## src/rtl/counter_updn_mod.sv

```systemverilog
// counter_updn_mod: up/down counter over 0..limit with run-time step,
// synchronous load and wrap/saturate mode.
// It produces one-cycle overflow/underflow pulses and zero/limit status.
// Optional macro COUNTER_UPDN_PRESCALE_EN makes only every PRESCALE-th enabled
// cycle a count event.
module counter_updn_mod #(
  parameter int unsigned WIDTH    = 6,
  parameter int unsigned PRESCALE = 4
) (
  input  logic             clk50m,
  input  logic             rst_n,
  input  logic             en,
  input  logic             down,
  input  logic             load,
  input  logic [WIDTH-1:0] load_val,
  input  logic [WIDTH-1:0] limit,
  input  logic [WIDTH-1:0] step,
  input  logic             sat,
  output logic [WIDTH-1:0] cnt,
  output logic             ovf,
  output logic             unf,
  output logic             at_zero,
  output logic             at_limit
);

  // One extra bit so that limit+1 and cnt+step never overflow.
  localparam int unsigned AW = WIDTH + 1;

  // Reject an illegal prescale setting at elaboration.
  if ((PRESCALE < 2) || (PRESCALE > 256)) begin : g_bad_prescale
    $error("counter_updn_mod: PRESCALE must be in 2..256");
  end

  logic             count_evt;
  logic [AW-1:0]    cnt_x;
  logic [AW-1:0]    lim_x;
  logic [AW-1:0]    mod_x;
  logic [AW-1:0]    step_x;
  logic [AW-1:0]    s_eff;
  logic [AW-1:0]    sum_x;
  logic [WIDTH-1:0] cnt_nxt;
  logic             ovf_nxt;
  logic             unf_nxt;

`ifdef COUNTER_UPDN_PRESCALE_EN
  localparam int unsigned PW = $clog2(PRESCALE);

  logic [PW-1:0] pre_q;
  logic [PW-1:0] pre_nxt;

  // Prescaler: counts enabled cycles, fires on terminal value, cleared by load.
  always_comb begin
    pre_nxt   = pre_q;
    count_evt = 1'b0;
    if (load) begin
      pre_nxt = '0;
    end else if (en) begin
      if (pre_q == PW'(PRESCALE - 1)) begin
        pre_nxt   = '0;
        count_evt = 1'b1;
      end else begin
        pre_nxt = pre_q + PW'(1);
      end
    end
  end

  // Prescaler register.
  always_ff @(posedge clk50m) begin
    if (!rst_n) pre_q <= '0;
    else        pre_q <= pre_nxt;
  end
`else
  // Without the prescaler every enabled, non-load cycle is a count event.
  assign count_evt = en & ~load;
`endif

  // Widened operands: modulus M = limit+1 and effective step s = min(step, M).
  always_comb begin
    cnt_x  = {1'b0, cnt};
    lim_x  = {1'b0, limit};
    mod_x  = lim_x + AW'(1);
    step_x = {1'b0, step};
    s_eff  = (step_x > mod_x) ? mod_x : step_x;
    sum_x  = cnt_x + s_eff;
  end

  // Next count and pulses: load, out-of-range clamp, then up/down wrap/saturate.
  always_comb begin
    cnt_nxt = cnt;
    ovf_nxt = 1'b0;
    unf_nxt = 1'b0;
    if (load) begin
      cnt_nxt = (load_val > limit) ? limit : load_val;
    end else if (count_evt) begin
      if (cnt_x > lim_x) begin
        cnt_nxt = limit;
      end else if (!down) begin
        if (sum_x <= lim_x) begin
          cnt_nxt = WIDTH'(sum_x);
        end else begin
          ovf_nxt = 1'b1;
          cnt_nxt = sat ? limit : WIDTH'(sum_x - mod_x);
        end
      end else begin
        if (cnt_x >= s_eff) begin
          cnt_nxt = WIDTH'(cnt_x - s_eff);
        end else begin
          unf_nxt = 1'b1;
          cnt_nxt = sat ? '0 : WIDTH'(cnt_x + mod_x - s_eff);
        end
      end
    end
  end

  // Count and pulse registers with synchronous active-low reset.
  always_ff @(posedge clk50m) begin
    if (!rst_n) begin
      cnt <= '0;
      ovf <= 1'b0;
      unf <= 1'b0;
    end else begin
      cnt <= cnt_nxt;
      ovf <= ovf_nxt;
      unf <= unf_nxt;
    end
  end

  // Status flags track the registered count combinationally.
  assign at_zero  = (cnt == '0);
  assign at_limit = (cnt == limit);

endmodule

```

## config.mk

```make
export PLATFORM = sky130hd
export DESIGN_NAME = counter_updn_mod
export DESIGN_NICKNAME = d
export VERILOG_FILES = /design/src/rtl/counter_updn_mod.sv
export SDC_FILE = /design/constraint.sdc
export NUM_CORES = 1
export LEC_CHECK = 0
export ABC_AREA = 1
export ABC_CLOCK_PERIOD_IN_PS = 11700
export CORE_MARGIN = 2
export CORE_UTILIZATION = 50
export CTS_BUF_LIST = sky130_fd_sc_hd__clkbuf_4 sky130_fd_sc_hd__clkbuf_8
export CTS_CLUSTER_SIZE = 14
export DETAILED_ROUTE_END_ITERATION = 8
export PLACE_DENSITY = 0.81
export SLEW_MARGIN = 20
export SYNTH_ARGS = -nofsm -noshare
export SYNTH_HDL_FRONTEND = slang
export SYNTH_SLANG_ARGS = --single-unit
```

## constraint.sdc

```tcl
create_clock -name clk50m -period 11.7 [get_ports clk50m]
set_input_delay 2.34 -clock clk50m [delete_from_list [all_inputs] [get_ports clk50m]]
set_output_delay 2.34 -clock clk50m [all_outputs]
set_load 0.01 [all_outputs]
```

After elaboration in Yosys (flattened, before gate mapping)
Index checks and enable logic that the tools add are counted.
{ "op_classes": {"n_addsub": 6, "n_lt_le_gt_ge": 5, "eq_ne": 1, "n_mux": 12, "bitwise": 5, "n_reduce_logical": 4} }
{ "op_table": {"columns": ["cell", "n"], "rows": [
  ["6-bit 2-to-1 mux", 9],
  ["6-bit subtractor", 3],
  ["6-bit > comparator", 2],
  ["5-bit OR reduction", 2],
  ["6-bit by 1-bit adder with 7-bit output, second input constant", 1],
  ["6-bit by 7-bit adder with 7-bit output", 1],
  ["6-bit by 7-bit >= comparator with 1-bit output", 1],
  ["6-bit by 7-bit > comparator with 1-bit output", 1],
  ["7-bit by 6-bit less-or-equal comparator with 1-bit output", 1],
  ["7-bit 2-to-1 mux", 1],
  ["6-bit adder", 1],
  ["6-bit equality test", 1],
  ["6-bit zero test", 1],
  ["1-bit inverter", 4],
  ["1-bit 2-to-1 mux", 2],
  ["2-bit nonzero test", 1],
  ["1-bit AND", 1]
]} }
{ "totals": {"register_bits": 8, "input_bits": 24} }

Logic depth before layout (Yosys ltp)
Gate-level depths: netlist of run 1.
{ "depth": {"word_depth": 11, "mapped_depth": 37} }

Worst setup path before layout of run 1
Ideal clock, no wire load.
{ "synth_timing": {"path_kind": "input -> register", "from": "input port limit[0]", "to": "register cnt[2]", "setup_time_ns": 0.066, "arrival_time_ns": 6.475, "t_required_ns": 11.634, "path_slack_ns": 5.159, "stages": 33, "cell_sequence": "ha_1 nand2_1 inv_1 nor2_1 inv_1 ha_1 nand2_1 o21ai_0 o221ai_1 o2111ai_1 nand2_1 buf_6 o21ai_0 ha_1 inv_1 fa_1 inv_1 nand3_2 nand2_1 nand2_2 nand2_1 inv_1 ha_1 a21o_1 a21oi_1 nand2_1 o21ai_0 nand2_2 inv_1 nor2_1 o211ai_2 nand3_2 a21oi_2"} }
{ "synth_between": {"elab_chain_cells": 11, "elab_cells_between_ends": 21, "cone_classes": "add/sub: 6; order compare: 5; mux: 10"} }
{ "synth_rtl": {"columns": ["item", "line_no", "rtl"], "rows": [
  ["start: declaration", "16", "input logic [WIDTH-1:0] limit,"],
  ["6-bit by 1-bit adder with 7-bit output", "81", "mod_x = lim_x + AW'(1);"],
  ["6-bit by 7-bit > comparator with 1-bit output", "83", "s_eff = (step_x > mod_x) ? mod_x : step_x;"],
  ["7-bit 2-to-1 mux", "83", null],
  ["6-bit by 7-bit adder with 7-bit output", "84", "sum_x = cnt_x + s_eff;"],
  ["6-bit subtractor", "102", "cnt_nxt = sat ? limit : WIDTH'(sum_x - mod_x);"],
  ["6-bit 2-to-1 mux", "102", null],
  ["6-bit 2-to-1 mux", "98", "if (sum_x <= lim_x) begin"],
  ["6-bit 2-to-1 mux", "97", "end else if (!down) begin"],
  ["6-bit 2-to-1 mux", "95", "if (cnt_x > lim_x) begin"],
  ["6-bit 2-to-1 mux", "94", "end else if (count_evt) begin"],
  ["6-bit 2-to-1 mux *", "92", "if (load) begin"],
  ["end signal: assignment", "122", "cnt <= cnt_nxt;"],
  ["end: declaration", "19", "output logic [WIDTH-1:0] cnt,"]
]} }
Every way passes the cells marked *; elsewhere a longest branch is shown, timed or not. The select of a mux whose other input is x is not followed.
A chain may end at the register's enable or synchronous reset.

Worst setup path after layout of run 1
Ends and elaborated chain as after synthesis.

==> impl_metrics.ini, run 1 <==
[outcome]
status = complete, no violations

[cells_and_area]
layout_commonest_cell = nand2_1
layout_common_cells = 94 x nand2_1, 53 x inv_1, 44 x ha_1
diodes = 0
area_delta_synth_final_pct = 15.91
drive_gt1_share_pct = 8.920
fin_nets = 504

[global_route]
grt_first_pass_wirelength_mm = 12.43
grt_max_degree = 12
grt_pass1_vias = 2602
track_usage_pct = 29.13
grt_antenna_before_repair = 0
gr-total-overflow = 0

[power]
power_leakage_nw = 1.525
powerDensity_nw_per_um2 = 133.4
ir_drop_uv = 64.76

[setup_path]
slowest_stage = clkdlybuf4s50_1
crit_buf_inv = 7
crit_type = input port to flip-flop
worst-path-stages = 33
crit_fanout = 11
setup.worst_path.start = limit[0]
endpoint_kind = flip-flop
r2r-start = cnt[1]$_SDFFE_PN0P_
crit_end = cnt[2]$_SDFFE_PN0P_
critPathArrivalTime_ns = 8.23
cp_top_family = compound AO/OA/AOI/OAI gates
cp-start-kind = input port
reg2reg_slack_ns = 8.36
r2r_end = cnt[2]$_SDFFE_PN0P_
cp_data_required_time_ns = 11.86
ff2ff_path_depth = 19
critPathMaxStageDelay_ns = 0.64

[clocking]
clockRootBuffer = clkbuf_8
clkSlewWorstSetupHoldPaths_ns = 0.04
htreeDepth = 1
tritoncts = yes
hold_buffers = 0
cts_resized = 0
cts.sinks = 8
numCtsBuffers = 3
clkLatencyLatePin_ns = 0.23
cts_buffer_depth = 2
postCtsSetupBuffers = 0

[timing]
clock_skew_ns = 0.005867
fin_crit_sh_pct = 68.95
fin_tns_setup_ns = 0
tightestPinTransition_ns = 0.4872
hold_viol_final = 0
max_freq_ghz = 0.1240
slew_headroom_pct = 67.18
rsz0062_at_grt = no
finalMaxSlewViolations = 0
timing.final.crit_period_ns = 8.068
worst_slack_ns = 3.632
setup_viol = 0

[drt]
num_vias = 2780
remaining_drc_errors = 0
drt-initial-drc-count = 277
viasPerCell = 5.605
avgRoutedWirePerCell_um = 15.72
ant_nets = 0
wl_mm = 7.796
firstDrtPassIters = 5

[floorplanning]
start_util_pct = 50.99
io_pins = 34
die_h_um = 75.71
core.rowCount = 26
die_w_um = 75.71
coreArea_um2 = 5042
die-area_um2 = 5732

[synth]
synth_area_per_cell_um2 = 6.509
synth_top_area_share_pct = 21.41
synth_seq_cells = 8
async_flop_share_pct = 0
synth_area_leaders = ha_1 21%, nand2_1 14%, inv_1 7.7%
synth_warnings = 0
synth_cell_types = 39
ys_seq_area_share_pct = 6.229
netlist_area_um2 = 2571
synth-main-ff-cell = dfxtp_1
synth_top_area_cell = ha_1
netlist_instances = 395
synth_nets = 471
synth_edf_count = 0

[placed_design]
place_ws_ns = 3.472
gp_congestion = 1.019
io_buffers = 33
dp_hpwl_mm = 6.501

[flow_run]
maxCapViolCount = 0

[min_path]
hp-class = flip-flop to flip-flop
## synthesized netlist by cell type, types with 4 or more instances
cell      instances
nand4_1           5
dfxtp_1           8
o211ai_1          7
inv_1            53
nor2_1           15
o21ai_2           5
nand3_1          39
buf_6             4
inv_2             6
ha_1             44
o21ai_0          23
nand2_2           5
a21oi_1          33
o21ai_1           4
nand3_2           7
fa_1              8
nand2_1          94
## cells by family after synthesis
family / share of synthesized area [%]
compound gates: 20.44
buf+inv: 10.71
fa+ha+maj: 27.64
flops: 6.229
simple gates: 32.94
xor+xnor: 2.044
## registers in the layout (all words and copies together) (netlist names)
name	flops
cnt	6
unf	1
ovf	1
## worst min path at each step
| stage | from | end | cells past startpoint |
|---|---|---|---|
| 3_5_place_dp | cnt[0]$_SDFFE_PN0P_ | cnt[0]$_SDFFE_PN0P_ | 2 |
| 6_report | cnt[0]$_SDFFE_PN0P_ | cnt[0]$_SDFFE_PN0P_ | 2 |
| 5_1_grt | cnt[0]$_SDFFE_PN0P_ | cnt[0]$_SDFFE_PN0P_ | 2 |
| 3_3_place_gp | cnt[0]$_SDFFE_PN0P_ | cnt[0]$_SDFFE_PN0P_ | 2 |
| 4_1_cts | cnt[0]$_SDFFE_PN0P_ | cnt[0]$_SDFFE_PN0P_ | 2 |
| 2_1_floorplan | cnt[0]$_SDFFE_PN0P_ | cnt[0]$_SDFFE_PN0P_ | 2 |
## metal layers
layer  global-route usage [%]  part of all wire, %  vias up
li1                         -                    -     1398
met1                    41.63                   47     1248
met2                    44.06                   43      115
met3                    5.026                  7.1       19
met4                    10.14                  2.7        0
met5                        0                    0        -
## through the flow
stage,area [um2],total power [mW],std cells,util [%],hold WS [ns]
final,2980,0.3976,496,59.11,0.6948
after global placement,2939,0.3551,493,58.29,0.6305
after global routing,2980,0.4403,496,59.11,0.7201
after CTS,2980,0.3935,496,59.11,0.6696
after detailed placement,2939,0.3587,493,58.29,0.6574
after floorplan,2571,0.2760,395,-,0.5960
## where the power goes
group	switching, mW	internal [mW]	total [mW]
registers	0.00873	0.0307	0.0394
logic	0.199	0.126	0.326
clock network	0.0103	0.0222	0.0325
total	0.218	0.179	0.398
## cell type report
cell class,count,area [um2]
multi-input cells,322,2136
well taps,70,87.58
repair buffers,33,330.3
clock buffers,3,41.29
fillers,496,2062
inverters,60,225.2
flip-flops and latches,8,160.2
## worst register-to-register path: cells and delay by family, from the launching register on
family,cells,cell delay (ns)
flip-flops,1,0.60
AND/OR/NAND/NOR,8,0.72
adder cells (fa/ha/maj),2,0.77
AO/OA/AOI/OAI,5,0.73
buffers and inverters,4,0.47
Note: power is estimated with default switching activity, not from simulation.
==> inputs of run 2 (changes only) <==
--- a/config.mk
+++ b/config.mk
@@ -6,13 +6,13 @@
 export NUM_CORES = 1
 export LEC_CHECK = 0
 export ABC_AREA = 1
-export ABC_CLOCK_PERIOD_IN_PS = 11700
+export ABC_CLOCK_PERIOD_IN_PS = 6600
 export CORE_MARGIN = 2
 export CORE_UTILIZATION = 50
 export CTS_BUF_LIST = sky130_fd_sc_hd__clkbuf_4 sky130_fd_sc_hd__clkbuf_8
 export CTS_CLUSTER_SIZE = 14
 export DETAILED_ROUTE_END_ITERATION = 8
-export PLACE_DENSITY = 0.81
+export PLACE_DENSITY = 0.84
 export SLEW_MARGIN = 20
 export SYNTH_ARGS = -nofsm -noshare
 export SYNTH_HDL_FRONTEND = slang
==> constraint.sdc (replaced) <==
create_clock -name clk50m -period 6.6 [get_ports clk50m]
set_input_delay 1.32 -clock clk50m [delete_from_list [all_inputs] [get_ports clk50m]]
set_output_delay 1.32 -clock clk50m [all_outputs]
set_load 0.01 [all_outputs]
==> run 2 against run 1 <==
  * Combinational power up 80%
  * Final cell count increased by 0.81%
  * Routed wire length is 2.7% lower
  * Critical path type unchanged
  * First-iteration DRC count decreased by 6.1%
  * Clock skew hardly changed
  * Register-to-register slack got worse by 5.0 ns
  * Count of clock-buffer cells in the layout unchanged
  * Worst setup slack worse by 3.2 ns
  * Die area unchanged
  * Highest routed layer unchanged
==> impl_metrics.ini, run 2 (synthesis results as in run 1) <==
[power]
swShare_pct = 54.89
ir_drop_uv = 113.7
p_total_mw = 0.7160
power_leakage_nw = 1.540
powerDensity_nw_per_um2 = 236.7
internal_power_mw = 0.3230
comb_power_share_pct = 82.1
pwr-share-seq_pct = 9.7
p_sw_mw = 0.3930
clkPwrFrac_pct = 8.1

[cells_and_area]
seq_area_um2 = 160.2
layout_common_cells = 94 x nand2_1, 52 x inv_1, 42 x ha_1
largest-register = cnt
fin_util_pct = 59.98
nFillCells = 482
diodes = 0
layout_commonest_cell = nand2_1
area_delta_synth_final_pct = 17.62
reg_top3 = cnt x6, ovf x1, unf x1
drive_gt1_share_pct = 10.47
multi_input_area_um2 = 2157
largest_register_ffs = 6
fin_nets = 508

[clocking]
cts.sinks = 8
tritoncts = yes
clkLatencyLatePin_ns = 0.23
hold_buffers = 0
clkSlewWorstSetupHoldPaths_ns = 0.04
cts_buffer_depth = 2
clockRootBuffer = clkbuf_8
numCtsBuffers = 3
htreeDepth = 1

[floorplanning]
coreArea_um2 = 5042
die_h_um = 75.71
die-area_um2 = 5732
core.rowCount = 26
die_w_um = 75.71
io_pins = 34
start_util_pct = 50.99

[min_path]
hp-class = flip-flop to flip-flop

[global_route]
grt_first_pass_wirelength_mm = 12.15
gr-usage-met1_pct = 37.73
gr-total-overflow = 0
globalRouteMet2Util_pct = 44.15
busiest_layer = met2
track_usage_pct = 27.71
grt_pass1_vias = 2541
grt_max_degree = 11
grtUsageMet3_pct = 7.143
grt_antenna_before_repair = 0

[timing]
slew_headroom_pct = 66.92
fin_crit_sh_pct = 93.51
setup_viol = 0
rsz0062_at_grt = no
tightestPinTransition_ns = 0.4943
timing.final.crit_period_ns = 6.172
hold_viol_final = 0
finalMaxSlewViolations = 0
max_freq_ghz = 0.1620
hold_slack_ns = 0.7016
fin_tns_setup_ns = 0
clock_skew_ns = 0.006285

[flow_run]
maxCapViolCount = 0

[drt]
remaining_drc_errors = 0
drt-initial-drc-count = 260
avgRoutedWirePerCell_um = 15.17
ant_nets = 0
viasPerCell = 5.648
num_vias = 2824
firstDrtPassIters = 5
wl_mm = 7.587

[setup_path]
cp_data_required_time_ns = 6.77
crit_fanout = 8
critPathArrivalTime_ns = 6.34
crit_type = input port to flip-flop
endpoint_kind = flip-flop
slowest_stage = clkdlybuf4s50_1
crit_top_cell = nand2_1
cp-start-kind = input port
critPathMaxStageDelay_ns = 0.50

[outcome]
status = complete, no violations

[placed_design]
dp_hpwl_mm = 6.346
io_buffers = 33
gp_congestion = 1.022
-- run 2: final timing paths --
kind                             from                  end  slack (ns)  depth (start not counted)
setup / recovery             limit[1]  cnt[2]$_SDFFE_PN0P_        0.43                         34
hold / removal    cnt[0]$_SDFFE_PN0P_  cnt[0]$_SDFFE_PN0P_        0.70                          2
setup reg to reg  cnt[1]$_SDFFE_PN0P_  cnt[2]$_SDFFE_PN0P_        3.31                         19
hold reg to reg   cnt[0]$_SDFFE_PN0P_  cnt[0]$_SDFFE_PN0P_        0.70                          2
-- run 2: final cells by class --
type / instances / area share, %
Clock buffer: 3 / 1.365
Inverter: 60 / 7.447
Multi-Input combinational cell: 323 / 71.33
Sequential cell: 8 / 5.296
Tap cell: 70 / 2.896
Timing Repair Buffer: 36 / 11.67
-- run 2: metal layers --
layer  part of all wire [%]  routed length [um]  vias up
met4                    2.6                 201        0
met5                      0                   0        -
met3                    9.6                 732       15
met1                     44                3341     1254
li1                       -                   -     1409
met2                     44                3312      146
-- run 2: worst max-delay path: cells and delay by family --
family	cells	cell delay (ns)
AO/OA/AOI/OAI	9	1.28
adder cells (fa/ha/maj)	5	1.48
buffers and inverters	7	1.01
AND/OR/NAND/NOR	13	1.23
-- run 2: repair_timing --
item	CTS	global route
buffers inserted	0	0
gates resized for setup	0	6
setup endpoints to repair	0	5
-- run 2: power groups by stage --
| stage | sequential, mW | combinational [mW] | clock [mW] |
|---|---|---|---|
| finish | 0.0698 | 0.588 | 0.0583 |
| global route | 0.0709 | 0.655 | 0.0623 |
| CTS | 0.0690 | 0.567 | 0.0587 |
| detailed placement | 0.0696 | 0.564 | 0 |
| global placement | 0.0699 | 0.550 | 0 |
| floorplan | 0.0673 | 0.422 | 0 |
-- run 2: per-stage QoR --
| stage | setup WS (ns) | cells | area, um2 |
|---|---|---|---|
| floorplan | 1.079 | 395 | 2571 |
| global placement | 0.3519 | 496 | 2962 |
| detailed placement | 0.05801 | 496 | 2962 |
| CTS | 0.3140 | 499 | 3003 |
| global route | 0.04057 | 500 | 3024 |
| finish | 0.4285 | 500 | 3024 |
==> inputs of run 3 (changes only) <==
--- a/config.mk
+++ b/config.mk
@@ -7,6 +7,7 @@
 export LEC_CHECK = 0
 export ABC_AREA = 1
 export ABC_CLOCK_PERIOD_IN_PS = 6600
+export CAP_MARGIN = 20
 export CORE_MARGIN = 2
 export CORE_UTILIZATION = 50
 export CTS_BUF_LIST = sky130_fd_sc_hd__clkbuf_4 sky130_fd_sc_hd__clkbuf_8
==> results of run 3 <==
The final DEF is identical to that of run 2; final timing and power are the same.
